File: config.mk
export PLATFORM = sky130hd
export DESIGN_NAME = demux_1to2_stream
export DESIGN_NICKNAME = d
export VERILOG_FILES = /design/src/rtl/demux_1to2_stream.sv
export SDC_FILE = /design/constraint.sdc
export NUM_CORES = 1
export LEC_CHECK = 0
export BUFFER_PORTS_ARGS = -buffer_cell sky130_fd_sc_hd__buf_2
export CORE_ASPECT_RATIO = 1.4
export CORE_MARGIN = 10
export CORE_UTILIZATION = 35
export CTS_CLUSTER_SIZE = 24
export DETAILED_ROUTE_END_ITERATION = 10
export PLACE_DENSITY = 0.57
export SLEW_MARGIN = 5
export SYNTH_ARGS = -nofsm -noshare
export SYNTH_HDL_FRONTEND = slang
export SYNTH_SLANG_ARGS = --single-unit
File: constraint.sdc
create_clock -name clk -period 3.3 [get_ports clk]
set_input_delay 0.66 -clock clk [delete_from_list [all_inputs] [get_ports clk]]
set_output_delay 0.66 -clock clk [all_outputs]
set_load 0.01 [all_outputs]
File: src/rtl/demux_1to2_stream.sv
// ---------------------------------------------------------------------------
// demux_1to2_stream
//
// Registered 1-to-2 stream demultiplexer. One valid/ready input stream is
// steered packet-by-packet to output A or output B. The route is taken from
// s_sel on the first beat of a packet and held until the beat carrying
// s_last is accepted. Each output has a one-entry register stage and a
// wrapping completed-packet counter.
//
// Ports:
//   clk, rst                 - rising-edge clock, async active-high reset
//   s_data/s_last/s_sel      - input beat, last flag, route (first beat only)
//   s_valid/s_ready          - input handshake
//   a_data/a_last/a_valid    - output A beat, a_ready is its backpressure
//   b_data/b_last/b_valid    - output B beat, b_ready is its backpressure
//   a_pkt_cnt/b_pkt_cnt      - packets completed on A / B (wrap silently)
// ---------------------------------------------------------------------------
module demux_1to2_stream #(
  parameter int WIDTH     = 8,
  parameter int CNT_WIDTH = 16
) (
  input  logic                 clk,
  input  logic                 rst,
  input  logic [WIDTH-1:0]     s_data,
  input  logic                 s_last,
  input  logic                 s_sel,
  input  logic                 s_valid,
  output logic                 s_ready,
  output logic [WIDTH-1:0]     a_data,
  output logic                 a_last,
  output logic                 a_valid,
  input  logic                 a_ready,
  output logic [WIDTH-1:0]     b_data,
  output logic                 b_last,
  output logic                 b_valid,
  input  logic                 b_ready,
  output logic [CNT_WIDTH-1:0] a_pkt_cnt,
  output logic [CNT_WIDTH-1:0] b_pkt_cnt
);

  typedef enum logic [1:0] {
    IDLE   = 2'd0,
    LOCK_A = 2'd1,
    LOCK_B = 2'd2
  } state_t;

  state_t               state_q, state_d;

  logic                 a_valid_q, a_valid_d;
  logic [WIDTH-1:0]     a_data_q,  a_data_d;
  logic                 a_last_q,  a_last_d;
  logic                 b_valid_q, b_valid_d;
  logic [WIDTH-1:0]     b_data_q,  b_data_d;
  logic                 b_last_q,  b_last_d;
  logic [CNT_WIDTH-1:0] a_cnt_q,   a_cnt_d;
  logic [CNT_WIDTH-1:0] b_cnt_q,   b_cnt_d;

  logic                 dst_b;
  logic                 accept;

  // Destination: follows s_sel only between packets; once a packet has
  // started the locked side wins and s_sel is ignored.
  always_comb begin
    dst_b = s_sel;
    case (state_q)
      LOCK_A:  dst_b = 1'b0;
      LOCK_B:  dst_b = 1'b1;
      default: dst_b = s_sel;
    endcase
  end

  // Ready looks only at the destination register, so a stalled consumer on
  // the other side never blocks this packet.
  assign s_ready = dst_b ? (!b_valid_q || b_ready) : (!a_valid_q || a_ready);
  assign accept  = s_valid && s_ready;

  always_comb begin
    state_d   = state_q;
    a_valid_d = a_valid_q;
    a_data_d  = a_data_q;
    a_last_d  = a_last_q;
    b_valid_d = b_valid_q;
    b_data_d  = b_data_q;
    b_last_d  = b_last_q;
    a_cnt_d   = a_cnt_q;
    b_cnt_d   = b_cnt_q;

    if (accept) begin
      if (s_last) begin
        state_d = IDLE;
      end else begin
        state_d = dst_b ? LOCK_B : LOCK_A;
      end
    end

    // A load wins over a drain in the same cycle: the new beat replaces the
    // one leaving, so valid stays high.
    if (accept && !dst_b) begin
      a_valid_d = 1'b1;
      a_data_d  = s_data;
      a_last_d  = s_last;
    end else if (a_ready) begin
      a_valid_d = 1'b0;
    end

    if (accept && dst_b) begin
      b_valid_d = 1'b1;
      b_data_d  = s_data;
      b_last_d  = s_last;
    end else if (b_ready) begin
      b_valid_d = 1'b0;
    end

    // Counters look at the beat leaving the register, independent of any
    // beat being loaded behind it.
    if (a_valid_q && a_ready && a_last_q) begin
      a_cnt_d = a_cnt_q + 1'b1;
    end
    if (b_valid_q && b_ready && b_last_q) begin
      b_cnt_d = b_cnt_q + 1'b1;
    end
  end

  // Route FSM, output registers and counters share one register block; a
  // reset drops the route lock and any held beats.
  always_ff @(posedge clk or posedge rst) begin
    if (rst) begin
      state_q   <= IDLE;
      a_valid_q <= 1'b0;
      a_data_q  <= '0;
      a_last_q  <= 1'b0;
      b_valid_q <= 1'b0;
      b_data_q  <= '0;
      b_last_q  <= 1'b0;
      a_cnt_q   <= '0;
      b_cnt_q   <= '0;
    end else begin
      state_q   <= state_d;
      a_valid_q <= a_valid_d;
      a_data_q  <= a_data_d;
      a_last_q  <= a_last_d;
      b_valid_q <= b_valid_d;
      b_data_q  <= b_data_d;
      b_last_q  <= b_last_d;
      a_cnt_q   <= a_cnt_d;
      b_cnt_q   <= b_cnt_d;
    end
  end

  assign a_valid   = a_valid_q;
  assign a_data    = a_data_q;
  assign a_last    = a_last_q;
  assign b_valid   = b_valid_q;
  assign b_data    = b_data_q;
  assign b_last    = b_last_q;
  assign a_pkt_cnt = a_cnt_q;
  assign b_pkt_cnt = b_cnt_q;

endmodule

**After elaboration in Yosys (flattened, before gate mapping)**

Cells that the tools add are included.

- Output and inout bits: 53
- Word-level logic and storage cells: 35
- Bits of input ports: 15
- Flip-flop bits (word level): 54

- Eq/ne operators: 2
- Mux-type cells: 8
- Reductions and logical operators: 14
- Add/subtract/negate cells: 2

Operators with widths:

| cell | count |
|---|---|
| $add 16x1->16 const B | 2 |
| $logic_and 1x1->1 | 7 |
| $mux 1 | 5 |
| $mux 2 | 2 |
| $reduce_bool 2->1 | 2 |
| $logic_not 1->1 | 3 |
| $eq 2x1->1 const B | 1 |
| $eq 2x2->1 const B | 1 |
| $logic_or 1x1->1 | 2 |
| $pmux 1 s2 | 1 |

**Depth between registers and ports, before layout**

- Depth after elaboration: 6
- Depth in mapped cells: 6
- Mapped depth without buffers: 6

**Least setup slack after synthesis**

OpenSTA, ideal clock, no wires.

- Kind: flip-flop to output port
- From: register state_q[0]
- To: output s_ready
- Cell stages (with the launch flop): 6
- Path buffers: 0
- Arrival time: 1.266 ns
- Setup slack: 1.374 ns
- Data required time: 2.640 ns
- Cells stage by stage: dfrtp_1 > inv_1 > ha_1 > mux2i_2 > nor2_1 > nor2_1

- Word-level cells in the longest chain between the ends: 3
- Elaborated cells on any way between the ends: 4
- Those cells by class: eq/ne (2); mux (2)

Ends and longest elaborated chain:

| item | RTL line | source |
|---|---|---|
| from (decl) | 47 | `state_t state_q, state_d;` |
| from (signal assigned) | 138 | `state_q <= state_d;` |
| $eq 2x2->1 or $eq 2x1->1 (tied branches) | 65 | `case (state_q)` |
| $pmux 1 s2 (*) | 65 |  |
| $mux 1 (*) | 74 | `assign s_ready = dst_b ? (!b_valid_q \|\| b_ready) : (!a_valid_q \|\| a_ready);` |
| to (decl) | 28 | `output logic s_ready,` |

Mark *: on every way between the ends. The rest lies on a longest branch, timed or not.

**Worst setup path in the final report**

Same ends and word-level chain as after synthesis.

==> reports/qor.tcl <==
set qor(run_status) {finished, final reports clean}
set qor(worst-setup-path-type) {reg2out}
set qor(first_global_vias) 1738
set qor(clock_sinks) 54
set qor(detailedRoute.firstPassIterationCount) 4
set qor(finish.cell_count_without_fillers) 337
set qor(detailed_route_wl_um) 5030
set qor(async_flop_share_pct) 100
set qor(yosysSeqAreaShare_pct) 57.9
set qor(finalSetupViolations) 0
set qor(initial_util_pct) 35.7
set qor(synthesis.yosys.warnings) 0
set qor(global_route.overflow_total) 0
set qor(via_per_inst) 4.88
set qor(cp_data_arrival_time_ns) 1.74
set qor(worst_slew_slack_as_a_fraction_of_its_limit_pct) 67.0
set qor(cts-root-buf) {clkbuf_8}
set qor(postSynthAreaPerCell_um2) 12.5
set qor(setup_repair_after_global_routing_missed_its_margin) {false}
set qor(vdd.ir_drop.worst_v) 0.000414
set qor(portBuffers) 67
set qor(place.detailed.instances) 329
set qor(fin_hold_ws_ns) 0.353
set qor(post_cts.repair.setup_buffers) 0
set qor(gpl.final_weighted_congestion) 0.757
set qor(slew_violations) 0
set qor(synth.lib_cells_used.distinct) 26
set qor(fin_worst_skew_ns) 0.00695
set qor(clockBufferDepth) 2
set qor(wire_length_of_the_first_global_routing_pass_um) 8270
set qor(area_delta_synth_final_pct) 23.4
set qor(crit_required_ns) 2.64
set qor(sum_neg_setup_slack_ns) 0
set qor(synth_top_cells_by_area) {dfrtp_1 (58%), mux2_2 (9.2%), xnor2_1 (9.0%), nand2_1 (3.5%), nand3_1 (2.8%)}
set qor(synth_enable_flop_cells) 0
set qor(leakage_power_nw) 1.42
set qor(worst_setup_hold_path_clk_slew_ns) 0.10
set qor(achievable-frequency_mhz) 417
set qor(core_box_area_mm2) 0.00653
set qor(power_density_mw_per_mm2) 732
set qor(critical_path.endpoint_type) {output port}
set qor(clkLatencyLatePin_ns) 0.30
set qor(place_hpwl_um) 3880
set qor(rows) 35
set qor(syn-instance-count) 187
set qor(max_slew.worst_pin.slew_ns) 0.493
set qor(timing.critical_path.fanout_max) 4
set qor(postSynthNetCount) 205
set qor(synth.largest_area_cell) {dfrtp_1}
set qor(drcViolationCount) 0
set qor(timing.critical_path.from_type) {flop}
set qor(antennaDiodeCount) 0
set qor(vertical_die_dimension_um) 117
set qor(yosysTopAreaCellShare_pct) 57.9
set qor(first_iter_violations) 36
set qor(cts.htree.levels) 2
set qor(hold_buffer_count_at_cts) 0
set qor(design.die.area_mm2) 0.0104
set qor(wl_per_cell_um) 14.9
set qor(hold_violations) 0
set qor(post_cts_resized) 0
set qor(pin_count_of_the_biggest_net_entering_global_routing) 33
set qor(fin_crit_sh_pct) 72.6
set qor(cap_viol_max_count) 0
set qor(post_synth_instance_area_mm2) 0.00233
set qor(dieWidth_um) 89.0
set qor(finalCriticalPeriod_ns) 2.40
set qor(num_vias) 1643
set qor(io_pins) 68
set qor(final_nets) 280
set qor(hold_path.class) {in2async}
set qor(cts_inserted_buffers) 5
set qor(cts_tree) {built}
set qor(final_layout_size_suffix_gt1_share_pct) 39.5
set qor(synthFlopType) {dfrtp_1}
set qor(synth_seq_cells) 54
set qor(synth.cells.most_frequent) {dfrtp_1 (54), xnor2_1 (24), nand2_1 (22)}
set qor(antenna_found_initial) 0
set qor(track_usage_pct) 10.1
set qor(synth_most_common_cell) {dfrtp_1}
set qor(antenna_violating_nets_left) 0
==> layout make-up <==
cell class	count	area, µm²
Clock buffer	6	72.6
Clock inverter	2	37.5
Fill cell	642	3650
Inverter	3	11.3
Multi-Input combinational cell	130	970
Sequential cell	54	1350
Tap cell	74	92.6
Timing Repair Buffer	68	343
==> where the power goes <==
part	internal (W)	total, W	leakage (nW)	switching, W
clock	0.000227	0.000442	0.0514	0.000216
combinational	0.000341	0.000690	0.670	0.000350
sequential	0.000841	0.000974	0.699	0.000133
total	0.00141	0.00211	1.42	0.000698
==> critical path, cell delays in order (launching register included) <==
cell and delay [ns]:
dfrtp_1 0.38, inv_1 0.05, ha_1 0.32, mux2_2 0.40, nor2_1 0.11, nor2_1 0.05, buf_2 0.13
==> cells in the final DEF, fill, tap and decap left out, types with 2 or more instances in the layout <==
cell type / Yosys / layout
clkbuf_8: 0 / 5
ha_1: 3 / 3
xor2_1: 6 / 6
buf_2: 0 / 67
nand3_1: 13 / 13
nand4_1: 6 / 6
mux2_2: 19 / 19
o21ai_0: 4 / 4
nand2b_1: 2 / 2
and2_1: 2 / 2
and3_1: 4 / 4
nor2_1: 8 / 8
nand2_1: 22 / 22
xnor2_1: 24 / 24
mux2i_1: 2 / 2
nand3_2: 2 / 2
inv_1: 3 / 2
nand3_4: 2 / 2
and4_1: 3 / 3
dfrtp_1: 54 / 54
==> worst paths after layout <==
| kind | depth (start not counted) | end | slack (ns) | start |
|---|---|---|---|---|
| min in group clk | 1 | a_pkt_cnt[15]$_DFFE_PP0P_ | 0.47 | a_pkt_cnt[15]$_DFFE_PP0P_ |
| worst min register to register | 1 | a_pkt_cnt[15]$_DFFE_PP0P_ | 0.47 | a_pkt_cnt[15]$_DFFE_PP0P_ |
| worst min-delay path | 2 | b_pkt_cnt[10]$_DFFE_PP0P_ | 0.35 | rst |
| worst max register to register | 5 | b_data[2]$_DFFE_PP0P_ | 1.50 | state_q[0]$_DFFE_PP0N_ |
| worst max-delay path | 6 | s_ready | 0.90 | state_q[0]$_DFFE_PP0N_ |
| max in group asynchronous | 3 | b_last$_DFFE_PP0P_ | 2.16 | rst |
==> logic make-up (layout without fill, tap and decap cells) <==
| group | Yosys count | in the layout | synth area share (%) |
|---|---|---|---|
| mux | 22 | 22 | 10.6 |
| simple gates | 71 | 71 | 17.2 |
| xor+xnor | 30 | 30 | 11.3 |
| buf+inv | 3 | 79 | 0.483 |
| compound gates | 4 | 4 | 0.858 |
| flops | 54 | 54 | 57.9 |
| fa+ha+maj | 3 | 3 | 1.61 |
==> stage by stage <==
stage               instance area [µm²]  util (%)  setup slack, ns  total power (W)
floorplan                          2330         -             1.33          0.00142
global placement                   2770      42.4             1.25          0.00169
detailed placement                 2770      42.4             1.23          0.00170
CTS                                2880      44.1            0.887          0.00215
global route                       2880      44.1            0.820          0.00226
finish                             2880      44.1            0.903          0.00211
==> sequential cells by signal (all words and copies together) (netlist names) <==
signal     count
a_data         8
a_last         1
a_pkt_cnt     16
a_valid        1
b_data         8
b_last         1
b_pkt_cnt     16
b_valid        1
state_q        2
==> routing by layer <==
metal	GRT usage, %	part of all wire, %
met4	3.51	1.4
met5	0	0
met3	5.23	9.9
met1	10.7	41
met2	16.7	48
(Power assumes the default switching activity.)
